**config.mk**
```make
export PLATFORM = sky130hd
export DESIGN_NAME = cv_ctrl_ports
export DESIGN_NICKNAME = d
export VERILOG_FILES = /design/src/rtl/cv_ctrl_ports.sv
export SDC_FILE = /design/constraint.sdc
export NUM_CORES = 1
export LEC_CHECK = 0
export ABC_AREA = 1
export CAP_MARGIN = 20
export CORE_ASPECT_RATIO = 0.8
export CORE_MARGIN = 2
export CORE_UTILIZATION = 60
export DETAILED_ROUTE_END_ITERATION = 6
export PLACE_DENSITY_LB_ADDON = 0.15
export SYNTH_ARGS = -nofsm -noshare
export SYNTH_HDL_FRONTEND = slang
export SYNTH_SLANG_ARGS = --single-unit
```
**constraint.sdc**
```tcl
create_clock -name clk_sys -period 11.8 [get_ports clk_sys]
set_clock_uncertainty 0.15 [all_clocks]
set_input_delay 1.77 -clock clk_sys [delete_from_list [all_inputs] [get_ports clk_sys]]
set_output_delay 1.77 -clock clk_sys [all_outputs]
set_load 0.03 [all_outputs]
```
**src/rtl/cv_ctrl_ports.sv**
```systemverilog
// ColecoVision/SG-1000 controller ports: input debounce, keypad/joystick pin encode and
// Super Action spinner quadrature. Define CTRL_AUTOFIRE_EN to build per-button autofire.
module cv_ctrl_ports #(
    parameter int unsigned NUM_PORTS       = 2,
    parameter int unsigned DEBOUNCE_CYCLES = 4,
    parameter int unsigned SPIN_DIV        = 1024,
    parameter int unsigned AUTOFIRE_DIV    = 65536
) (
    input  logic                    clk_sys,
    input  logic                    reset,
    input  logic                    ce_i,
    input  logic [32*NUM_PORTS-1:0] joy_i,
    input  logic [8*NUM_PORTS-1:0]  spin_i,
    input  logic [NUM_PORTS-1:0]    spin_stb_i,
    input  logic [2*NUM_PORTS-1:0]  autofire_i,
    input  logic [NUM_PORTS-1:0]    ctrl_p5_i,
    input  logic [NUM_PORTS-1:0]    ctrl_p8_i,
    output logic [NUM_PORTS-1:0]    ctrl_p1_o,
    output logic [NUM_PORTS-1:0]    ctrl_p2_o,
    output logic [NUM_PORTS-1:0]    ctrl_p3_o,
    output logic [NUM_PORTS-1:0]    ctrl_p4_o,
    output logic [NUM_PORTS-1:0]    ctrl_p6_o,
    output logic [NUM_PORTS-1:0]    ctrl_p7_o,
    output logic [NUM_PORTS-1:0]    ctrl_p9_o
);

    localparam logic [9:0] SPIN_MAX = 10'(SPIN_DIV - 1);

`ifndef CTRL_AUTOFIRE_EN
    logic unused_af;
    assign unused_af = ^{autofire_i, 32'(AUTOFIRE_DIV)};
`endif

    for (genvar p = 0; p < NUM_PORTS; p++) begin : g_port
        logic [19:0] raw;
        logic [19:0] stable_q;
        logic [1:0]  fire;
        logic [3:0]  kp;
        logic [4:0]  key_pins, joy_pins, pins;
        logic        unused_hi;

        assign raw       = joy_i[32*p +: 20];
        assign unused_hi = ^joy_i[32*p+20 +: 12];

        if (DEBOUNCE_CYCLES == 0) begin : g_nodb
            always_ff @(posedge clk_sys) begin
                if (reset) begin
                    stable_q <= '0;
                end else if (ce_i) begin
                    stable_q <= raw;
                end
            end
        end else begin : g_db
            localparam int unsigned CW = (DEBOUNCE_CYCLES > 1) ? $clog2(DEBOUNCE_CYCLES) : 1;
            localparam logic [CW-1:0] CNT_MAX = CW'(DEBOUNCE_CYCLES - 1);
            logic [19:0]   cand_q;
            logic [CW-1:0] cnt_q;

            always_ff @(posedge clk_sys) begin
                if (reset) begin
                    cand_q   <= '0;
                    cnt_q    <= '0;
                    stable_q <= '0;
                end else if (ce_i) begin
                    if (raw != cand_q) begin
                        cand_q <= raw;
                        cnt_q  <= '0;
                    end else if (cnt_q != CNT_MAX) begin
                        cnt_q <= cnt_q + CW'(1);
                    end else begin
                        stable_q <= cand_q;
                    end
                end
            end
        end

`ifdef CTRL_AUTOFIRE_EN
        localparam int unsigned AW = (AUTOFIRE_DIV > 1) ? $clog2(AUTOFIRE_DIV) : 1;
        localparam logic [AW-1:0] AF_MAX = AW'(AUTOFIRE_DIV - 1);
        logic [1:0]    phase_q;
        logic [AW-1:0] af_cnt_q [2];

        // Phase restarts high whenever the button is released or autofire is off.
        always_ff @(posedge clk_sys) begin
            if (reset) begin
                phase_q     <= '0;
                af_cnt_q[0] <= '0;
                af_cnt_q[1] <= '0;
            end else if (ce_i) begin
                for (int b = 0; b < 2; b++) begin
                    if (!(autofire_i[2*p+b] && stable_q[4+b])) begin
                        phase_q[b]  <= 1'b1;
                        af_cnt_q[b] <= '0;
                    end else if (af_cnt_q[b] == AF_MAX) begin
                        phase_q[b]  <= ~phase_q[b];
                        af_cnt_q[b] <= '0;
                    end else begin
                        af_cnt_q[b] <= af_cnt_q[b] + AW'(1);
                    end
                end
            end
        end

        assign fire = stable_q[5:4] & phase_q;
`else
        assign fire = stable_q[5:4];
`endif

        always_comb begin
            kp = 4'b1111;
            if      (stable_q[8])  kp = 4'b0011;
            else if (stable_q[9])  kp = 4'b1110;
            else if (stable_q[10]) kp = 4'b1101;
            else if (stable_q[11]) kp = 4'b0110;
            else if (stable_q[12]) kp = 4'b0001;
            else if (stable_q[13]) kp = 4'b1001;
            else if (stable_q[14]) kp = 4'b0111;
            else if (stable_q[15]) kp = 4'b1100;
            else if (stable_q[16]) kp = 4'b1000;
            else if (stable_q[17]) kp = 4'b1011;
            else if (stable_q[6])  kp = 4'b1010;
            else if (stable_q[7])  kp = 4'b0101;
            else if (stable_q[18]) kp = 4'b0100;
            else if (stable_q[19]) kp = 4'b0010;
        end

        // Purely combinational: the CPU flips p5/p8 and reads back within a few cycles.
        always_comb begin
            key_pins = ctrl_p5_i[p] ? 5'b11111 : {kp, ~fire[1]};
            joy_pins = ctrl_p8_i[p] ? 5'b11111
                                    : {~stable_q[3], ~stable_q[2], ~stable_q[1], ~stable_q[0],
                                       ~fire[0]};
            pins     = key_pins & joy_pins;
        end

        assign ctrl_p1_o[p] = pins[4];
        assign ctrl_p2_o[p] = pins[3];
        assign ctrl_p3_o[p] = pins[2];
        assign ctrl_p4_o[p] = pins[1];
        assign ctrl_p6_o[p] = pins[0];

        logic [7:0] acc_q, acc_d;
        logic [9:0] tmr_q;
        logic [1:0] quad_q, quad_d;
        logic [9:0] acc_x, spin_x, dec_x, sum_x;
        logic       step;

        assign step = ce_i && (acc_q != 8'd0) && (tmr_q == SPIN_MAX);

        // 10-bit sign-extended sum covers the full -257..255 range before saturation.
        always_comb begin
            acc_x = {{2{acc_q[7]}}, acc_q};
            spin_x = spin_stb_i[p] ? {{2{spin_i[8*p+7]}}, spin_i[8*p +: 8]} : 10'd0;
            dec_x = !step ? 10'd0 : (acc_q[7] ? 10'h3FF : 10'd1);
            sum_x = acc_x + spin_x - dec_x;
            if ($signed(sum_x) > 10'sd127) begin
                acc_d = 8'h7F;
            end else if ($signed(sum_x) < -10'sd128) begin
                acc_d = 8'h80;
            end else begin
                acc_d = sum_x[7:0];
            end
        end

        always_comb begin
            quad_d = quad_q;
            if (step) begin
                if (!acc_q[7]) begin
                    case (quad_q)
                        2'b11:   quad_d = 2'b10;
                        2'b10:   quad_d = 2'b00;
                        2'b00:   quad_d = 2'b01;
                        default: quad_d = 2'b11;
                    endcase
                end else begin
                    case (quad_q)
                        2'b11:   quad_d = 2'b01;
                        2'b01:   quad_d = 2'b00;
                        2'b00:   quad_d = 2'b10;
                        default: quad_d = 2'b11;
                    endcase
                end
            end
        end

        always_ff @(posedge clk_sys) begin
            if (reset) begin
                acc_q  <= '0;
                tmr_q  <= '0;
                quad_q <= 2'b11;
            end else begin
                acc_q  <= acc_d;
                quad_q <= quad_d;
                if (acc_q == 8'd0) begin
                    tmr_q <= '0;
                end else if (ce_i) begin
                    tmr_q <= step ? 10'd0 : tmr_q + 10'd1;
                end
            end
        end

        assign ctrl_p7_o[p] = quad_q[1];
        assign ctrl_p9_o[p] = quad_q[0];
    end

endmodule

```
==> flow_summary_export.csv <==
group,metric,value,unit
routing,routedWlPerCell,12.0,um
pwr,power_frac_comb,37.2,%
floorplanning,io_pins,107,
placement,placed_area,0.00876,mm^2
cells_and_area,syn2layout_area_growth,18.0,%
pwr,p_clk_share,32.4,%
yosys,ys_ff_latch,124,
sta,fin_setup_tns,0,ps
placement,dp.final_hpwl,13300,um
setup_path,startpoint,"ce_i",
worst_hold_path,holdPathStages,2,
placement,portBuffers,78,
yosys,synth_mux_area_share,0,%
sta,fin_crit,6140,ps
pwr,leakage,0.00465,uW
placement,post-place-ws,5240,ps
clock_tree,clk_pin_slew_worst_paths,60,ps
grt,grt_max_degree,60,
clock_tree,worstSkewPairLatency,420,ps
clock_tree,cts.path.max_buffers,2,
placement,routabilityCongestion,0.885,
yosys,synth_cells,1283,
clock_tree,postCtsHoldBufs,0,
yosys,synth_area,0.00792,mm^2
clock_tree,h-tree-depth,4,
cells_and_area,nets,1477,
setup_path,critPathKind,"in -> reg",
sta,finalHoldViolCount,0,
setup_path,cp.arrival,6340,ps
floorplanning,dieArea,0.0141,mm^2
setup_path,reg2reg_depth,18,
yosys,synth_top_family_by_area,"simple AND/OR/NAND/NOR gates",
floorplanning,initial_utilization,61.5,%
yosys,syn_area_per_cell,6.17,um^2
routing,route.detailed.drc,0,
clock_tree,cts_buffers,17,
yosys,synth_fa_ha_area_share,7.64,%
routing,viasPerCell,5.02,
sta,slew-limit-headroom,42.8,%
pwr,p_int,1000,uW
cells_and_area,final_area,0.00935,mm^2
yosys,synth-simple-area-share,35.8,%
clock_tree,cts_root_buffer,"clkbuf_16",
yosys,ys_warn_count,0,
routing,vias,7687,
sta,fin_crit_sh,52.0,%
setup_path,r2r-start,"g_port[1].tmr_q[7]$_SDFFE_PP0P_",
setup_path,cp-start-kind,"input pin",
worst_hold_path,min-delay-start,"g_port[0].g_db.cand_q[19]$_SDFFE_PP0P_",
routing,ant_nets,0,
floorplanning,core,0.0129,mm^2
routing,drtPass1Iterations,5,
floorplanning,dieWidth,132,um
pwr,power_density,170,mW/mm^2
routing,wl,18400,um
setup_path,end_kind,"flop",
sta,slew_viol_final,0,
yosys,syn_nets,1416,
flow_run,maxCapViolCount,0,
pwr,switching_share,37.0,%
clock_tree,cts_tree,"yes",
clock_tree,cts_setup_buffers,0,
grt,gr-usage-all-layers,26.9,%
setup_path,r2r_slack,7460,ps
cells_and_area,layout-drive-gt1-share,3.68,%
sta,whs,340,ps
yosys,synth.distinct_cells,35,
floorplanning,fp-row-count,37,
setup_path,critPathMaxFanout,59,
routing,drt_iter0_drc,612,
clock_tree,post_cts_resized,0,
cells_and_area,antennaDiodeCount,0,
yosys,yosysSeqAreaShare,31.3,%
sta,rsz0062_at_grt,"no",
grt,antenna_found_initial,0,
grt,grt_first_pass_wirelength,31600,um
pwr,max-vdd-ir-drop,0.146,mV
yosys,synth_xor_area_share,3.21,%
grt,grt_overflow,0,
worst_hold_path,hold_path.class,"reg -> reg",
grt,first_global_vias,7144,
setup_path,timing.rr.end,"g_port[1].acc_q[6]$_SDFF_PP0_",
sta,worst_slack,5660,ps
sta,finalSetupViolations,0,
floorplanning,chipHeight,107,um
sta,fmax,163,MHz
yosys,synth-compound-area-share,7.99,%
pwr,seqPwrFrac,30.4,%
status,outcome,"completed",
worst_hold_path,whs_endpoint,"g_port[0].g_db.cand_q[19]$_SDFFE_PP0P_",
sta,tightest_slew,857,ps
setup_path,crit_required,12000,ps
pwr,switchingPower,588,uW
pwr,power,1590,uW
clock_tree,cts.sinks,124,
[placed cells by master (no fill, tap or decap), types with 15 or more instances in the layout]
cell	instances
xor2_1	15
dfxtp_1	124
nand3_1	61
ha_1	26
clkbuf_16	17
nor2_1	218
a21oi_1	36
nand4_1	53
nand2_1	328
inv_1	240
o21ai_0	56
clkdlybuf4s50_1	77
[state kept, by name, indices dropped and copies added (netlist names)]
register,flops
g_port.tmr_q,20
g_port.stable_q,40
g_port.g_db.cnt_q,4
g_port.g_db.cand_q,40
g_port.quad_q,4
g_port.acc_q,16
[worst max-delay path, stage by stage]
cell and delay [ps]:
buf_2 70, buf_4 500, inv_1 380, nor2_1 180
nand4_1 110, nor2_1 160, nand2_1 100, nor2_1 130
nand3_1 110, nor2_1 370, inv_1 210, fa_1 580
inv_1 70, fa_1 450, o21ai_0 350, nand3_1 160
nand3_1 130, nand3_1 80, nand2_1 190, nand2_1 100
nor2_1 120
[cells in the mapped netlist]
cell type / number / area, um^2
o21bai_1: 2 / 15.0
buf_1: 11 / 41.3
or2_2: 3 / 18.8
a32oi_1: 1 / 8.76
o211ai_1: 2 / 15.0
clkbuf_1: 13 / 48.8
nand4_1: 53 / 332
nand3_2: 1 / 10.0
a21oi_1: 36 / 180
or2_1: 1 / 6.26
a21o_1: 2 / 15.0
fa_1: 14 / 280
xnor2_1: 14 / 123
nor2_2: 1 / 6.26
and2_1: 3 / 18.8
nor4_1: 4 / 25.0
a21boi_0: 2 / 15.0
nand3_1: 61 / 305
nor3_1: 10 / 50.1
xor2_1: 15 / 131
dfxtp_1: 124 / 2480
inv_2: 7 / 26.3
nor3b_1: 2 / 15.0
o21bai_2: 1 / 11.3
a22oi_1: 1 / 7.51
a31oi_1: 6 / 37.5
nor2_1: 218 / 818
o22ai_1: 2 / 12.5
buf_6: 2 / 22.5
nand2_1: 328 / 1230
buf_2: 14 / 70.1
o21ai_0: 56 / 280
o21ai_1: 7 / 35.0
ha_1: 26 / 325
inv_1: 240 / 901
[routing by layer]
metal  GRT usage, %  up-vias  wire length [um]
li1               -     4070                 -
met4           7.83        0               169
met5              0        -                 0
met3           4.30       19               892
met2           43.6      183              8270
met1           37.2     3415              9120
[power by group through the flow]
stage               Sequential (uW)  Clock, uW  Combinational [uW]
floorplan                       487          0                 453
global placement                491          0                 570
detailed placement              492          0                 584
CTS                             483        519                 590
global route                    488        537                 683
finish                          483        515                 592
[cells by family (layout without fill, tap and decap cells)]
family,count (synthesis),count (layout)
flops,124,124
buf+inv,287,361
fa+ha+maj,40,40
xor+xnor,29,29
compound gates,118,118
simple gates,685,685
[per-stage QoR]
| step | utilization, % | std cells |
|---|---|---|
| 5_1_grt | 72.6 | 1532 |
| 3_3_place_gp | 68.1 | 1500 |
| 3_5_place_dp | 68.1 | 1500 |
| 6_report | 72.6 | 1532 |
| 4_1_cts | 72.6 | 1532 |
| 2_1_floorplan | - | 1283 |
[worst max-delay path by stage]
stage / end / slack (ps)
finish: g_port[0].acc_q[0]$_SDFF_PP0_ / 5660
global route: g_port[0].acc_q[1]$_SDFF_PP0_ / 5150
CTS: g_port[0].acc_q[5]$_SDFF_PP0_ / 5660
detailed placement: g_port[0].acc_q[5]$_SDFF_PP0_ / 5240
global placement: g_port[0].acc_q[5]$_SDFF_PP0_ / 5270
floorplan: g_port[0].acc_q[1]$_SDFF_PP0_ / 6720
[area by class of cell]
class	count	area, um^2
Sequential cell	124	2480
Fill cell	1167	3520
Clock buffer	18	439
Tap cell	175	219
Timing Repair Buffer	82	806
Multi-Input combinational cell	872	4330
Inverter	247	927
Clock inverter	14	146
Note: power is estimated with default switching activity, not from simulation.
